## config.mk

```make
export PLATFORM = sky130hd
export DESIGN_NAME = vend_ctrl_param
export DESIGN_NICKNAME = d
export VERILOG_FILES = /design/src/rtl/vend_ctrl_param.sv
export SDC_FILE = /design/constraint.sdc
export NUM_CORES = 1
export LEC_CHECK = 0
export CAP_MARGIN = 40
export CORE_MARGIN = 2
export CORE_UTILIZATION = 43
export DETAILED_ROUTE_END_ITERATION = 12
export PLACE_DENSITY = 0.76
export SYNTH_ARGS = -nofsm -noshare
export SYNTH_HDL_FRONTEND = slang
export SYNTH_SLANG_ARGS = --single-unit
```

## constraint.sdc

```tcl
create_clock -name clk_i -period 2.3 [get_ports clk_i]
set_clock_uncertainty 0.15 [all_clocks]
set_input_delay 0.46 -clock clk_i [delete_from_list [all_inputs] [get_ports clk_i]]
set_output_delay 0.46 -clock clk_i [all_outputs]
set_load 0.01 [all_outputs]
```

## src/rtl/vend_ctrl_param.sv

```systemverilog
// Parametrised Moore vending controller: nickel-unit credit, exact change, wrapping sales count.
// Optional cancel/refund path is built only when VEND_CANCEL_EN is defined.
module vend_ctrl_param #(
  parameter int PRICE    = 5,
  parameter int CREDIT_W = 4,
  parameter int CNT_W    = 8
) (
  input  logic                clk_i,
  input  logic                reset_n,
  input  logic                nickle_i,
  input  logic                dime_i,
  input  logic                quarter_i,
  input  logic                cancel_i,
  output logic                soda_o,
  output logic [CREDIT_W-1:0] change_o,
  output logic                refund_o,
  output logic [CREDIT_W-1:0] credit_o,
  output logic [CNT_W-1:0]    sales_o
);

`ifdef VEND_CANCEL_EN
  typedef enum logic [1:0] {COLLECT, VEND, REFUND} state_t;
`else
  typedef enum logic {COLLECT, VEND} state_t;
`endif

  localparam logic [CREDIT_W-1:0] PRICE_C = CREDIT_W'(PRICE);
  localparam logic [CREDIT_W:0]   PRICE_L = {1'b0, PRICE_C};

  state_t              state_q, state_d;
  logic [CREDIT_W-1:0] credit_q, credit_d;
  logic [CREDIT_W-1:0] change_q, change_d;
  logic [CNT_W-1:0]    sales_q, sales_d;
  logic [CREDIT_W:0]   coin_v, base, sum;

`ifndef VEND_CANCEL_EN
  logic unused_cancel;
  assign unused_cancel = cancel_i;
`endif

  always_ff @(posedge clk_i or negedge reset_n) begin
    if (!reset_n) begin
      state_q  <= COLLECT;
      credit_q <= '0;
      change_q <= '0;
      sales_q  <= '0;
    end else begin
      state_q  <= state_d;
      credit_q <= credit_d;
      change_q <= change_d;
      sales_q  <= sales_d;
    end
  end

  // VEND/REFUND restart collection from zero so a coin in those cycles is not lost
  always_comb begin
    coin_v   = '0;
    if (nickle_i)       coin_v = (CREDIT_W+1)'(1);
    else if (dime_i)    coin_v = (CREDIT_W+1)'(2);
    else if (quarter_i) coin_v = (CREDIT_W+1)'(5);
    base     = (state_q == COLLECT) ? {1'b0, credit_q} : '0;
    sum      = base + coin_v;
    state_d  = COLLECT;
    credit_d = sum[CREDIT_W-1:0];
    change_d = '0;
    sales_d  = sales_q;
`ifdef VEND_CANCEL_EN
    if (cancel_i && (sum != '0)) begin
      state_d  = REFUND;
      credit_d = '0;
      change_d = sum[CREDIT_W-1:0];
    end else
`endif
    if (sum >= PRICE_L) begin
      state_d  = VEND;
      credit_d = '0;
      change_d = sum[CREDIT_W-1:0] - PRICE_C;
      sales_d  = sales_q + CNT_W'(1);
    end
  end

  assign soda_o   = (state_q == VEND);
`ifdef VEND_CANCEL_EN
  assign refund_o = (state_q == REFUND);
`else
  assign refund_o = 1'b0;
`endif
  assign change_o = change_q;
  assign credit_o = credit_q;
  assign sales_o  = sales_q;

endmodule

```

==> impl_metrics.xml <==
<?xml version="1.0" encoding="UTF-8"?>
<metrics>
  <group name="critical_path">
    <metric name="cp-start-kind" unit="">register</metric>
    <metric name="r2r_cells" unit="">9</metric>
    <metric name="timing.critical_path.cells" unit="">nor2b_4, ha_4, fa_2, inv_2, ha_4, a2bb2oi_4, o211a_1, inv_2, mux2_4</metric>
    <metric name="cpMaxStageDelayCell" unit="">sky130_fd_sc_hd__fa_2</metric>
    <metric name="startpoint" unit="">credit_o[0]</metric>
    <metric name="worstSetupEndpointType" unit="">register</metric>
    <metric name="cp_max_fo" unit="">2</metric>
    <metric name="critical_path.endpoint" unit="">sales_o[1]</metric>
    <metric name="cp.arrival" unit="ns">2.42</metric>
    <metric name="reg2reg_slack" unit="ns">-0.09</metric>
    <metric name="largest_stage_delay_on_the_critical_path" unit="ns">0.55</metric>
    <metric name="crit_required" unit="ns">2.33</metric>
    <metric name="path_class" unit="">reg -&gt; reg</metric>
    <metric name="regToRegStartpoint" unit="">credit_o[0]</metric>
    <metric name="crit-reg2reg-capture" unit="">sales_o[1]</metric>
  </group>
  <group name="clock_network">
    <metric name="cts_root_cell" unit="">sky130_fd_sc_hd__clkbuf_4</metric>
    <metric name="tritoncts" unit="">yes</metric>
    <metric name="ctsHtreeMaxLevel" unit="">1</metric>
    <metric name="worst_skew_pair.late_latency" unit="ns">0.29</metric>
    <metric name="tritoncts_num_sinks" unit="">17</metric>
    <metric name="cts_made_buffers" unit="">3</metric>
    <metric name="clkTransAtPathRegs" unit="ns">0.11</metric>
    <metric name="max-clock-path-buffers" unit="">2</metric>
  </group>
  <group name="die">
    <metric name="floorplan.io_pins" unit="">24</metric>
    <metric name="die-height" unit="um">51.55</metric>
    <metric name="die_x" unit="um">51.55</metric>
    <metric name="placementRows" unit="">17</metric>
    <metric name="design.core.area" unit="um2">2170</metric>
    <metric name="initial_core_utilization" unit="%">44.81</metric>
    <metric name="die_area" unit="um2">2657</metric>
  </group>
  <group name="logic_synthesis">
    <metric name="synth.avg_cell_area" unit="um2">10.80</metric>
    <metric name="cell_type_with_the_highest_aggregate_area_in_the_netlist" unit="">sky130_fd_sc_hd__dfrtp_1</metric>
    <metric name="synth_seq_area_share" unit="%">43.76</metric>
    <metric name="post_synth_instance_area" unit="um2">972.2</metric>
    <metric name="synthesis.yosys.warnings" unit="">0</metric>
    <metric name="synth_largest_type_area_fraction" unit="%">43.76</metric>
    <metric name="synth_top_cells_by_area" unit="">sky130_fd_sc_hd__dfrtp_1, sky130_fd_sc_hd__ha_1, sky130_fd_sc_hd__o311ai_4</metric>
    <metric name="postSynthCellCount" unit="">90</metric>
    <metric name="yosys_register_bits" unit="">17</metric>
    <metric name="yosys.cell_types.count" unit="">35</metric>
  </group>
  <group name="place">
    <metric name="pre_cts_slack" unit="ns">-0.7377</metric>
    <metric name="dpl.hpwl" unit="mm">1.596</metric>
    <metric name="gp_congestion" unit="">0.8164</metric>
    <metric name="port_buffers" unit="">21</metric>
    <metric name="standard_cell_area_after_detailed_placement" unit="um2">1361</metric>
  </group>
  <group name="global_route">
    <metric name="globalRoute.busiestLayer" unit="">met2</metric>
    <metric name="grt_util_met3" unit="%">0.8621</metric>
    <metric name="grt_util_all_layers" unit="%">18.84</metric>
    <metric name="gr-usage-met1" unit="%">24.24</metric>
    <metric name="grt_antenna_before_repair" unit="">0</metric>
    <metric name="globalRoute.totalOverflow" unit="">0</metric>
    <metric name="grt_start_max_net_pins" unit="">18</metric>
    <metric name="first_global_vias" unit="">820</metric>
    <metric name="global_route.usage.met2" unit="%">31.84</metric>
    <metric name="global_route_wire_length_before_repair" unit="mm">3.712</metric>
  </group>
  <group name="detailed_routing">
    <metric name="vias_per_cell" unit="">5.169</metric>
    <metric name="drc_errors" unit="">0</metric>
    <metric name="drtPass1Iterations" unit="">4</metric>
    <metric name="dr.first_iter.drc_count" unit="">6</metric>
    <metric name="num_vias" unit="">827</metric>
    <metric name="antenna_violating_nets_post_route" unit="">0</metric>
    <metric name="wl" unit="mm">2.206</metric>
    <metric name="routed_wirelength_normalized_by_instance_count" unit="um">13.79</metric>
  </group>
  <group name="outcome">
    <metric name="violations_in_the_final_reports" unit="">negative setup slack</metric>
    <metric name="run_status" unit="">finished, violations left</metric>
  </group>
  <group name="cells_and_area">
    <metric name="stdcell_area" unit="um2">1491</metric>
    <metric name="drive_above_1_share" unit="%">33.33</metric>
    <metric name="num-nets-final" unit="">146</metric>
    <metric name="antenna_cells" unit="">0</metric>
    <metric name="fillers" unit="">182</metric>
    <metric name="area.growth.synth_to_final" unit="%">53.41</metric>
    <metric name="final_util" unit="%">68.74</metric>
  </group>
  <group name="job">
    <metric name="max_cap_viol_count" unit="">0</metric>
  </group>
  <group name="power">
    <metric name="vdd_drop_max" unit="V">0.0008612</metric>
    <metric name="power_per_cell_area" unit="nW/um2">1379</metric>
    <metric name="p_leak" unit="nW">0.6557</metric>
  </group>
  <group name="sta">
    <metric name="maxClockFrequency" unit="MHz">418.4</metric>
    <metric name="grt_setup_unrepaired" unit="">yes</metric>
    <metric name="final_critical_path_required_period" unit="ns">2.390</metric>
    <metric name="finalHoldViolations" unit="">0</metric>
    <metric name="drv_slew" unit="">0</metric>
    <metric name="finalSetupViolCount" unit="">12</metric>
    <metric name="finalSetupTns" unit="ns">-0.6656</metric>
    <metric name="min_period_over_period" unit="%">103.9</metric>
    <metric name="final_critical_path_setup_slack" unit="ns">-0.08994</metric>
  </group>
  <group name="hold_path">
    <metric name="worst_hold_path_type" unit="">in -&gt; async</metric>
  </group>
</metrics>
## where the power goes
group / leakage, nW / internal (mW) / switching (mW)
clock network: 0.0150 / 0.0675 / 0.0969
logic: 0.444 / 0.736 / 0.644
registers: 0.197 / 0.417 / 0.0951
total: 0.656 / 1.22 / 0.836
## worst min path at each step
stage / start / end / cells after the start
final: reset_n / sales_o[3] / 2
after global routing: reset_n / credit_o[3] / 2
after CTS: reset_n / sales_o[3] / 2
after detailed placement: sales_o[0] / sales_o[0] / 1
after global placement: sales_o[0] / sales_o[0] / 1
after floorplan: reset_n / change_o[0] / 0
## cell usage in the layout, fill, tap and decap left out, drive strengths merged, types with 3 or more instances in the layout
cell type      instances
a21oi                  3
buf                   18
clkbuf                 4
clkdlybuf4s15          3
clkdlybuf4s50         18
dfrtp                 17
ha                     6
inv                    5
nand2                  5
nand2b                 4
nand3                  5
nor2                   6
nor2b                  4
o2111ai                3
o21ai                  5
o221ai                 3
or3                    3
## state kept, by name, summed over array words and instances, names as in the netlist
name	count
sales_o	8
change_o	4
credit_o	4
soda_o	1
## layer usage
layer / vias to the layer above / routed length [um]
met2: 13 / 1149
met4: 0 / 25
met1: 409 / 994
met5: - / 0
li1: 403 / -
met3: 2 / 36
## per-stage QoR
step | cells | total power [mW] | hold slack (ns)
after floorplan | 91 | 1.273 | 0.01441
after global placement | 152 | 1.741 | 0.3672
after detailed placement | 152 | 1.773 | 0.3668
after CTS | 158 | 1.987 | 0.3265
after global routing | 160 | 2.205 | 0.3394
final | 160 | 2.057 | 0.3263
## Yosys cell counts (all sizes together)
cell type / n
mux2: 1
xor2: 2
fa: 1
o211ai: 2
o311ai: 1
xnor2: 1
or3: 3
inv: 5
o2111ai: 3
o221ai: 3
a21bo: 1
nand3: 5
a21oi: 3
conb: 1
nand3b: 1
mux2i: 1
or2b: 1
dfrtp: 17
and2: 2
nor2: 6
ha: 6
buf: 2
o21ai: 5
o211a: 1
nand2: 5
a2bb2oi: 1
and4: 1
nand2b: 4
nor2b: 4
and3: 1
## worst max-delay path: cells and delay by family (launching register included)
family                   cells  cell delay [ns]
flip-flops                   1             0.41
AND/OR/NAND/NOR              1             0.14
AO/OA/AOI/OAI                2             0.31
buffers and inverters        2             0.11
multiplexers                 1             0.29
adder cells (fa/ha/maj)      3             0.87
## kinds of logic (layout without fill, tap and decap cells)
kind of cell / Yosys count / count (layout) / synth area share [%]
xor+xnor: 3 / 3 / 3.476
buf+inv: 7 / 48 / 3.860
other cells: 1 / 2 / 0.3857
simple gates: 33 / 33 / 18.40
fa+ha+maj: 7 / 7 / 9.781
mux: 2 / 2 / 2.574
flops: 17 / 17 / 43.76
compound gates: 20 / 20 / 17.76
## area by class of cell
cell class	count	area, um2	area share [%]
timing repair buffer	39	349.1	23.41
multi-input combinational	67	636.9	42.70
tap	28	35.03	2.349
sequential	17	425.4	28.52
clock buffer	4	26.28	1.762
inverter	5	18.77	1.258
## repair_timing
| item | in CTS | in global routing |
|---|---|---|
| buffers inserted | 2 | 2 |
| pin swaps | 1 | 1 |
| hold buffers | 0 | 0 |
| gates cloned | 0 | 0 |
| endpoints found under the setup margin | 16 | 15 |
| resized for setup | 11 | 10 |
(Power assumes the default switching activity.)
==> variant: new RTL, same settings <==
Build with the macro `VEND_CANCEL_EN` defined.
--- a/src/rtl/vend_ctrl_param.sv
+++ b/src/rtl/vend_ctrl_param.sv
@@ -1,4 +1,6 @@
 // Parametrised Moore vending controller: nickel-unit credit, exact change, wrapping sales count.
 // Optional cancel/refund path is built only when VEND_CANCEL_EN is defined.
+`define VEND_CANCEL_EN
+
 module vend_ctrl_param #(
   parameter int PRICE    = 5,
Behaviour: not the same (a bounded check fails within 4 cycles, from zero or initial values and one cycle with reset_n low).
==> variant against the unedited design <==
- the flow still finishes with violations (setup timing)
- design area is 20% higher
- setup slack worse by 160 ps
- total power is 24% lower
- first-iteration DRC count grew to 7.7 times the old value
- cell count is 25% higher
- area after synthesis is 23% higher
- sequential cell count is 1 higher
- wire length is 43% higher
- highest routed layer unchanged
==> variant: results (changes against the unedited design) <==
status: finished, violations left (unchanged)
violated checks: setup timing (unchanged)
top-area cell type share of the netlist area: 37.7% (was 43.8%)
total grt overflow: 0 (unchanged)
setup slack after layout: -247 ps (was -89.9 ps)
DRC viols: 0 (unchanged)
final estimated routing congestion in global placement: 0.801 (was 0.816)
first-pass GRT wire length: 5210 um (was 3710 um)
largest net degree at the start of global routing: 28 (was 18)
worst hold slack: 327 ps (was 326 ps)
ANT cells: 0 (unchanged)
sequential share of the synthesized area: 37.7% (was 43.8%)
Post-synth top cells: dfrtp_1, o211ai_1, ha_1 (was dfrtp_1, ha_1, nor2_1, nand2_1, nand3_1)
pre-CTS WS: -842 ps (was -738 ps)
later-pin clock latency in the skew report: 300 ps
Synth cell types: 45 (was 35)
reg2reg start: state_q[1] (was credit_o[0])
Worst R2R End: sales_o[4] (was sales_o[1])
Synth area leaders: dfrtp_1, ha_1, o211ai_1 (was dfrtp_1, ha_1, o311ai_4)
synthesized area per cell: 9.71 um2 (was 10.8 um2)
wire length per cell: 15.8 um (was 13.8 um)
setup violators final: 16 (was 12)
Lkg Pwr: 0.776 nW (was 0.656 nW)
port bufs: 23 (was 21)
crit path DAT: 2580 ps (was 2420 ps)
VDD IR max: 0.619 mV (was 0.861 mV)
Detailed Place HPWL: 2250 um (was 1600 um)
htree depth: 1 (unchanged)
fill count: 202 (was 182)
Inst Count DP: 192 (was 152)
TNS Setup: -2910 ps (was -666 ps)
DRT iter0 DRCs: 46 (was 6)
post-layout net count: 184 (was 146)
DR pass1 iterations: 4 (unchanged)
DR vias/cell: 5.93 (was 5.17)
vias in the first global route: 1091 (was 820)
via count: 1185 (was 827)
gr usage total: 20.9% (was 18.8%)
crit path max fanout: 5 (was 2)
layout cells sized above 1: 33.1% (was 33.3%)
worst reg2reg path depth: 10 (was 9)
CTS Buffer Depth: 2 (unchanged)
variant: changes by cell type after synthesis, moves of 3 or more:
cell	change
a21o_1	+3
and2_1	+3
nor3_1	+5
o2111ai_1	-3
o211ai_1	+7
o221ai_1	-3
variant: per-stage QoR:
step	cell area [um2]	total power, mW
after detailed placement	1650	1.27
after global placement	1650	1.24
final	1790	1.56
after floorplan	1250	0.918
after CTS	1780	1.53
after global routing	1790	1.66
variant: timing repair:
| action | CTS | global route |
|---|---|---|
| gates resized for setup | 16 | 5 |
| cloned | 2 | 0 |
| buffers inserted | 3 | 0 |
| setup endpoints to repair | 17 | 17 |
| pin swaps | 9 | 11 |
variant: logic make-up after synthesis:
family,count (synthesis),synth area share (%)
and+or+nand+nor,53,26.3
AOI/OAI and AO/OA,33,21.3
DFF,18,37.7
buffers and inverters,8,3.35
adders and majority gates,8,9.00
xor gates and xnor gates,2,2.09
other,1,0.314
variant: critical path, stage by stage, from the launching register on:
cell	delay [ps]
dfrtp_1	390
nor2_2	60
and2_4	140
ha_4	160
fa_2	550
inv_2	60
ha_4	160
o31ai_4	270
buf_4	170
a21boi_4	230
o32ai_1	100
variant: final cells by class:
cell class / count / area [um2] / share of cell area [%]
Multi-Input combinational cell: 98 / 830 / 46.3
Sequential cell: 18 / 450 / 25.2
Timing Repair Buffer: 46 / 424 / 23.7
Tap cell: 31 / 38.8 / 2.17
Clock buffer: 4 / 36.3 / 2.03
Inverter: 3 / 11.3 / 0.629
variant: worst max-delay path by stage:
stage             endpoint  slack, ps  depth (start not counted)
4_1_cts         sales_o[7]       -240                         11
5_1_grt         sales_o[4]       -330                          9
6_report        sales_o[4]       -250                         10
2_1_floorplan  change_o[1]       -280                         10
3_3_place_gp   credit_o[1]       -780                         10
3_5_place_dp    sales_o[6]       -840                         10
variant: report_power, final:
| part | switching [mW] | internal [mW] | leakage (nW) |
|---|---|---|---|
| logic | 0.392 | 0.461 | 0.538 |
| clock network | 0.102 | 0.0967 | 0.0210 |
| registers | 0.107 | 0.404 | 0.217 |
variant: routing by layer:
layer / vias up / track usage (%) / part of all wire, %
li1: 553 / - / -
met1: 582 / 27.7 / 42
met2: 42 / 33.7 / 51
met3: 8 / 4.84 / 5.8
met4: 0 / 6.80 / 1.8
met5: - / 0 / 0
